==> config.mk <==
export PLATFORM = sky130hd
export DESIGN_NAME = jtag_unlock_ctrl
export DESIGN_NICKNAME = d
export VERILOG_FILES = /design/src/rtl/jtag_unlock_ctrl.sv
export SDC_FILE = /design/constraint.sdc
export NUM_CORES = 1
export LEC_CHECK = 0
export CELL_PAD_IN_SITES_DETAIL_PLACEMENT = 1
export CELL_PAD_IN_SITES_GLOBAL_PLACEMENT = 2
export CORE_MARGIN = 2
export CORE_UTILIZATION = 37
export CTS_BUF_LIST = sky130_fd_sc_hd__clkbuf_8
export CTS_CLUSTER_SIZE = 25
export DETAILED_ROUTE_END_ITERATION = 8
export GPL_TIMING_DRIVEN = 1
export PLACE_DENSITY_LB_ADDON = 0.1
export SKIP_LAST_GASP = 1
export SLEW_MARGIN = 0
export SYNTH_ARGS = -nofsm -noshare
export SYNTH_HDL_FRONTEND = slang
export SYNTH_SLANG_ARGS = --single-unit
==> constraint.sdc <==
create_clock -name clk -period 2.1 [get_ports clk]
set_input_delay 0.315 -clock clk [delete_from_list [all_inputs] [get_ports clk]]
set_output_delay 0.315 -clock clk [all_outputs]
set_load 0.01 [all_outputs]
==> src/rtl/jtag_unlock_ctrl.sv <==
`timescale 1ns/1ps
// Debug-port unlock controller. A 24-bit key, entered as four 6-bit words, opens a timed unlock window.
// Define JTAG_UNLOCK_LOCKOUT_EN to add the failure counter and the sticky LOCKOUT state.
module jtag_unlock_ctrl #(
    parameter logic [23:0] KEY       = 24'h5A3C96,
    parameter int          MAX_FAILS = 3,
    parameter int          TIMEOUT   = 255
) (
    input  logic       clk,
    input  logic       reset_n,
    input  logic       key_valid,
    input  logic [5:0] key_data,
    output logic       key_ready,
    input  logic       abort,
    input  logic       relock,
    output logic       unlock_o,
    output logic       update_o,
    output logic       fail_o,
    output logic [1:0] fail_cnt_o,
    output logic       locked_out_o
);

`ifdef JTAG_UNLOCK_LOCKOUT_EN
    localparam bit LOCKOUT_EN = 1'b1;
`else
    localparam bit LOCKOUT_EN = 1'b0;
`endif

    typedef enum logic [2:0] {
        ST_LOCKED,
        ST_COLLECT,
        ST_CHECK,
        ST_UNLOCKED,
        ST_LOCKOUT
    } state_t;

    state_t      state_reg, state_next;
    logic [23:0] key_buf_reg, key_buf_next;
    logic [1:0]  word_cnt_reg, word_cnt_next;
    logic [7:0]  tmo_cnt_reg, tmo_cnt_next;
    logic [1:0]  fail_cnt_reg, fail_cnt_next;
    logic        unlock_reg, unlock_next;
    logic        update_reg, update_next;
    logic        fail_reg, fail_next;
    logic        word_accept;

    assign key_ready   = (state_reg == ST_LOCKED) || (state_reg == ST_COLLECT);
    assign word_accept = key_valid && key_ready;

    always_ff @(posedge clk or negedge reset_n) begin
        if (!reset_n) begin
            state_reg    <= ST_LOCKED;
            key_buf_reg  <= '0;
            word_cnt_reg <= '0;
            tmo_cnt_reg  <= '0;
            fail_cnt_reg <= '0;
            unlock_reg   <= 1'b0;
            update_reg   <= 1'b0;
            fail_reg     <= 1'b0;
        end else begin
            state_reg    <= state_next;
            key_buf_reg  <= key_buf_next;
            word_cnt_reg <= word_cnt_next;
            tmo_cnt_reg  <= tmo_cnt_next;
            fail_cnt_reg <= fail_cnt_next;
            unlock_reg   <= unlock_next;
            update_reg   <= update_next;
            fail_reg     <= fail_next;
        end
    end

    always_comb begin
        state_next    = state_reg;
        key_buf_next  = key_buf_reg;
        word_cnt_next = word_cnt_reg;
        tmo_cnt_next  = tmo_cnt_reg;
        fail_cnt_next = fail_cnt_reg;
        unlock_next   = unlock_reg;
        update_next   = 1'b0;
        fail_next     = 1'b0;

        case (state_reg)
            ST_LOCKED: begin
                if (word_accept) begin
                    key_buf_next  = {key_buf_reg[17:0], key_data};
                    word_cnt_next = word_cnt_reg + 2'd1;
                    state_next    = ST_COLLECT;
                end
            end
            ST_COLLECT: begin
                // abort wins over a word offered in the same cycle
                if (abort) begin
                    key_buf_next  = '0;
                    word_cnt_next = '0;
                    state_next    = ST_LOCKED;
                end else if (word_accept) begin
                    key_buf_next  = {key_buf_reg[17:0], key_data};
                    word_cnt_next = word_cnt_reg + 2'd1;
                    if (word_cnt_reg == 2'd3) begin
                        state_next = ST_CHECK;
                    end
                end
            end
            ST_CHECK: begin
                key_buf_next = '0;
                if (key_buf_reg == KEY) begin
                    state_next    = ST_UNLOCKED;
                    unlock_next   = 1'b1;
                    update_next   = 1'b1;
                    tmo_cnt_next  = 8'(TIMEOUT);
                    fail_cnt_next = '0;
                end else begin
                    fail_next  = 1'b1;
                    state_next = ST_LOCKED;
                    if (LOCKOUT_EN) begin
                        fail_cnt_next = fail_cnt_reg + 2'd1;
                        if (fail_cnt_next == 2'(MAX_FAILS)) begin
                            state_next = ST_LOCKOUT;
                        end
                    end
                end
            end
            ST_UNLOCKED: begin
                // a count of 1 reaches 0 on this edge, so expiry and relock merge into one exit
                if (relock || (tmo_cnt_reg <= 8'd1)) begin
                    state_next   = ST_LOCKED;
                    unlock_next  = 1'b0;
                    update_next  = 1'b1;
                    tmo_cnt_next = '0;
                end else begin
                    tmo_cnt_next = tmo_cnt_reg - 8'd1;
                end
            end
            ST_LOCKOUT: begin
                unlock_next = 1'b0;
            end
            default: begin
                state_next  = ST_LOCKED;
                unlock_next = 1'b0;
            end
        endcase
    end

    assign unlock_o     = unlock_reg;
    assign update_o     = update_reg;
    assign fail_o       = fail_reg;
    assign fail_cnt_o   = LOCKOUT_EN ? fail_cnt_reg : 2'b00;
    assign locked_out_o = LOCKOUT_EN && (state_reg == ST_LOCKOUT);

endmodule
# Word level (Yosys, flattened, before mapping)
# Index checks and enable logic that the tools add are counted.
dict set report word_totals {
  elab_cells 58
  reg_bits 40
  output_inout_bits 7
  input_bits 11
}
dict set report classes {
  n_eq_ne 11
  muxes 24
  addsub 2
  order_cmp 1
  reduce_logical 11
  bitwise 2
}
# op n
set op_table {}
lappend op_table {{$pmux 24 s3} 1}
lappend op_table {{$mux 24} 2}
lappend op_table {{$eq 24x23->1 const B} 1}
lappend op_table {{$mux 8} 2}
lappend op_table {{$pmux 8 s2} 1}
lappend op_table {{$mux 3} 5}
lappend op_table {{$pmux 3 s5} 1}
lappend op_table {{$le 8x1->1 const B} 1}
lappend op_table {{$sub 8x1->8 const B} 1}
lappend op_table {{$eq 3x2->1 const B} 2}
lappend op_table {{$mux 1} 6}
lappend op_table {{$mux 2} 3}
lappend op_table {{$ne 2x2->1 const B} 3}
lappend op_table {{$reduce_and 5->1} 1}
lappend op_table {{$pmux 2 s2} 1}
lappend op_table {{$reduce_bool 2->1} 2}
lappend op_table {{$eq 3x1->1 const B} 1}
lappend op_table {{$eq 3x3->1 const B} 1}
lappend op_table {{$logic_not 3->1} 1}
lappend op_table {{$ne 3x2->1 const B} 1}
lappend op_table {{$ne 3x3->1 const B} 1}
lappend op_table {{$pmux 1 s3} 1}
lappend op_table {{$reduce_and 3->1} 1}
lappend op_table {{$reduce_bool 3->1} 1}
lappend op_table {{8 further kinds} 10}

# Depth between registers and ports, before layout
dict set report logic_depth {
  ltp_word 6
  mapped_depth 10
  ltp_nobuf 8
}

# Least setup slack after synthesis
# No wires, ideal clock.
dict set report synth_timing {
  path_kind {flip-flop to flip-flop}
  startpoint {register tmo_cnt_reg[0]}
  endpoint {register tmo_cnt_reg[6]}
  t_required_ns 1.971
  period_less_slack_ns 1.848
  path_stages_with_launch 8
  setup_time_ns 0.129
  slack_ns 0.252
  n_path_buf 0
  t_arrival_ns 1.720
  cell_sequence {dfrtp_1 > inv_1 > ha_1 > or3b_1 > nor3_1 > o21ai_0 > a221oi_1 > nor3_1}
}
dict set report synth_between {
  elab_chain_len 4
  word_cells_on_any_way 5
}
# item line_no
set synth_lines {}
lappend synth_lines {{from (decl)} 40} ;# logic [7:0] tmo_cnt_reg, tmo_cnt_next;
lappend synth_lines {{from (signal assigned)} 64} ;# tmo_cnt_reg <= tmo_cnt_next;
lappend synth_lines {{$le 8x1->1} 125} ;# if (relock || (tmo_cnt_reg <= 8'd1)) begin
lappend synth_lines {{$logic_or 1x1->1} 125}
lappend synth_lines {{$mux 8 *} 125}
lappend synth_lines {{$pmux 8 s2 *} 82} ;# case (state_reg)
# Mark *: on every way between the ends. The rest lies on a longest branch, timed or not.
# A chain may end at the register's enable or synchronous reset.

# Worst setup path after layout
# Same ends and word-level chain as after synthesis.

==> key figures <==
Outcome
  • Run status: complete, no violations

Synth
  • Cell count after synthesis: 250
  • Synthesized area per cell: 8.59 sq um
  • Post-synth EDFFs: 0
  • Yosys cell types: 49
  • Yosys top cell area share: 45.5%
  • Post-synth ARST share: 100%
  • Synth area leader: dfrtp_1
  • Register bit total from synthesis: 39
  • Ranking of synthesized cells by area: dfrtp_1 45%, nand2_1 10%, a21oi_1 9.3%
  • Sequential share of the synthesized area: 45.5%
  • Synthesis Warnings: 0
  • Synthesized cell area: 0.00215 sq mm
  • Ys flop type: dfrtp_1

Timing
  • Max Slew Vio Count: 0
  • Final critical-path share of the clock period: 92.1%
  • Final Setup Violations: 0
  • Relative slew slack: 64.5%
  • Crit path time final: 1940 ps
  • Worst Tran Pin Value: 533 ps
  • Final hold vios: 0
  • Final setup TNS: 0 ps
  • Max frequency: 517 MHz
  • Post-route clock skew: 4.94 ps
  • Worst Slack Setup Final: 165 ps
  • RSZ-0062 raised after global routing: false

Final layout
  • Number of flip-flops in the largest register: 24
  • Utilization of the core after routing: 46.0%
  • Commonest cells after routing, fill and taps aside: 57 x nand2_1, 40 x a21oi_1, 38 x dfrtp_1, 15 x nor2_1
  • Multi-input gate area: 0.00108 sq mm
  • Reg area: 977 sq um
  • Final #Nets: 288
  • Share of cells above drive strength 1: 15.2%
  • Commonest non-fill, non-tap cell in the layout: nand2_1
  • Area delta synth->final: 18.8%
  • Fill cells: 682
  • Finished Layout Cells: 342
  • Antenna Cells: 0

Routing
  • DR pass1 iterations: 2
  • Final WL: 5320 um
  • Post-route ant nets: 0
  • Wire per inst: 15.5 um
  • Via count: 1,818
  • Vias/cell: 5.32
  • Iter 0 DRT Violations: 108
  • Detailed-route DRC error count: 0

GRT
  • Global-route usage over all layers: 18.8%
  • Vias in the first global route: 1,985
  • Initial antenna violation count: 0
  • GR Layer Usage met2: 30.8%
  • GRT met3 Usage: 3.71%
  • M1 GR Usage: 25.0%
  • First-pass GRT wire length: 9400 um
  • Total gr overflow: 0
  • Largest net degree at the start of global routing: 40
  • GR peak layer: met2

Place
  • Inst Count DP: 331
  • Dpl ws: 110 ps
  • GPL Wtd Cong: 0.723
  • Port Buffers: 14
  • DPL Wire Length: 3550 um

Power and ir drop
  • Clock group share of total power: 19.0%
  • Int Pwr: 0.00198 W
  • Peak VDD IR: 1.33 mV
  • Sequential power share: 36.2%
  • Switch share: 42.3%
  • Switch Pwr: 0.00145 W
  • P per Cell Area: 1340 mW/mm^2
  • Comb pwr share: 44.8%
  • P_leak: 1.09 nW

Setup path
  • Maximum fanout along the worst path: 5
  • Reg2reg setup slack: 160 ps
  • Crit-path cells: inv_1, ha_2, or3b_1, nor3_2, o21ai_0, a221oi_1, nor3_1
  • Crit-path slowest cell: dfrtp_1
  • Buf+Inv Stages, Crit Path: 1
  • CP Launch Type: flip-flop
  • Worst r2r dst: tmo_cnt_reg[6]
  • Crit end category: flip-flop
  • Crit-path leading delay family: simple AND/OR/NAND/NOR gates
  • CP Capture Point: tmo_cnt_reg[6]
  • Worst path required time: 2280 ps
  • Worst setup path category: flip-flop to flip-flop
  • Worst reg-to-reg path cell count: 7
  • Worst setup path start: tmo_cnt_reg[0]
  • Reg-to-Reg Start: tmo_cnt_reg[0]
  • Critical Path Stages: 7
  • Crit path largest cell delay: 440 ps
  • Arr. time, crit path: 2120 ps

Clock network
  • CTS H-tree depth: 2
  • CTS Buffer Depth: 2
  • Root Driver: clkbuf_8
  • Worst-skew pair later-pin latency: 300 ps
  • Clock Pin Slew Worst Setup and Hold Paths: 80 ps
  • CTS tree: yes
  • Inserted Clock Buffers: 5
  • Clock sinks: 39

Floorplan
  • Die X-Extent: 80.2 um
  • Top-level port count: 18
  • FP Rows: 27
  • Die Y: 80.2 um
  • CORE AREA: 0.00554 sq mm
  • Total Die Area: 0.00643 sq mm
  • Initial Util: 38.8%

Hold path
  • Worst hold-check path type: input port to asynchronous set/reset pin

Run
  • Max-cap violations: 0
## power by group through the flow
stage / Sequential [W] / Clock [W] / Combinational, W
after floorplan: 0.00115 / 0 / 0.00109
after global placement: 0.00125 / 0 / 0.00145
after detailed placement: 0.00127 / 0 / 0.00148
after CTS: 0.00124 / 0.000668 / 0.00155
after global routing: 0.00129 / 0.000697 / 0.00175
final: 0.00124 / 0.000650 / 0.00154
## Yosys cell counts, types with 2 or more instances
| cell | instances |
|---|---|
| nand2_1 | 57 |
| and4b_1 | 3 |
| ha_1 | 8 |
| nor2_1 | 16 |
| o221ai_1 | 2 |
| buf_4 | 3 |
| nand4_1 | 2 |
| o21ai_0 | 6 |
| a21oi_1 | 40 |
| inv_1 | 11 |
| a31oi_1 | 2 |
| dfrtp_1 | 39 |
| a22oi_1 | 2 |
| or2_2 | 3 |
| buf_2 | 3 |
| nor3_1 | 4 |
| o22ai_1 | 2 |
| clkbuf_1 | 10 |
| nor2b_1 | 3 |
| a21o_1 | 2 |
| o2bb2ai_1 | 2 |
| nor4b_1 | 3 |
## final cells by class
class | instances | area share (%)
Clock inverter | 3 | 1.72
Tap cell | 72 | 3.53
Inverter | 12 | 1.77
Sequential cell | 39 | 38.3
Multi-Input combinational cell | 184 | 42.2
Clock buffer | 5 | 2.70
Timing Repair Buffer | 27 | 9.72
## worst min path at each step
stage,startpoint,endpoint,depth (start not counted)
detailed placement,reset_n,tmo_cnt_reg[5],2
global placement,reset_n,tmo_cnt_reg[5],2
floorplan,reset_n,fail_o,0
CTS,reset_n,tmo_cnt_reg[5],2
finish,reset_n,tmo_cnt_reg[5],2
global route,reset_n,key_buf_reg[1],2
## stage by stage
stage | cell area (sq um) | power (W) | hold WS (ps)
global placement | 2390 | 0.00271 | 419
global route | 2550 | 0.00374 | 108
CTS | 2530 | 0.00346 | 91.8
floorplan | 2150 | 0.00224 | 19.4
finish | 2550 | 0.00343 | 56.6
detailed placement | 2390 | 0.00274 | 420
## per-layer routing
metal  vias up  part of all wire, %
met1       893                   50
met3         8                  2.3
met2        23                   46
li1        894                    -
met4         0                  1.7
met5         -                    0
## cells by family after synthesis
logic type	after synthesis	synth area share [%]
other	1	0.175
adder cells (fa/ha/maj)	8	4.66
AO/OA/AOI/OAI	69	20.3
flip-flops	39	45.5
buffers and inverters	29	5.77
AND/OR/NAND/NOR	103	23.2
multiplexers	1	0.466
## timing repair
item,in CTS,in global routing
hold buffers,0,0
resized for setup,3,4
pin swaps,1,0
setup buffers,2,1
setup endpoints to repair,1,3
No activity file was read; power rests on OpenSTA's default activity.
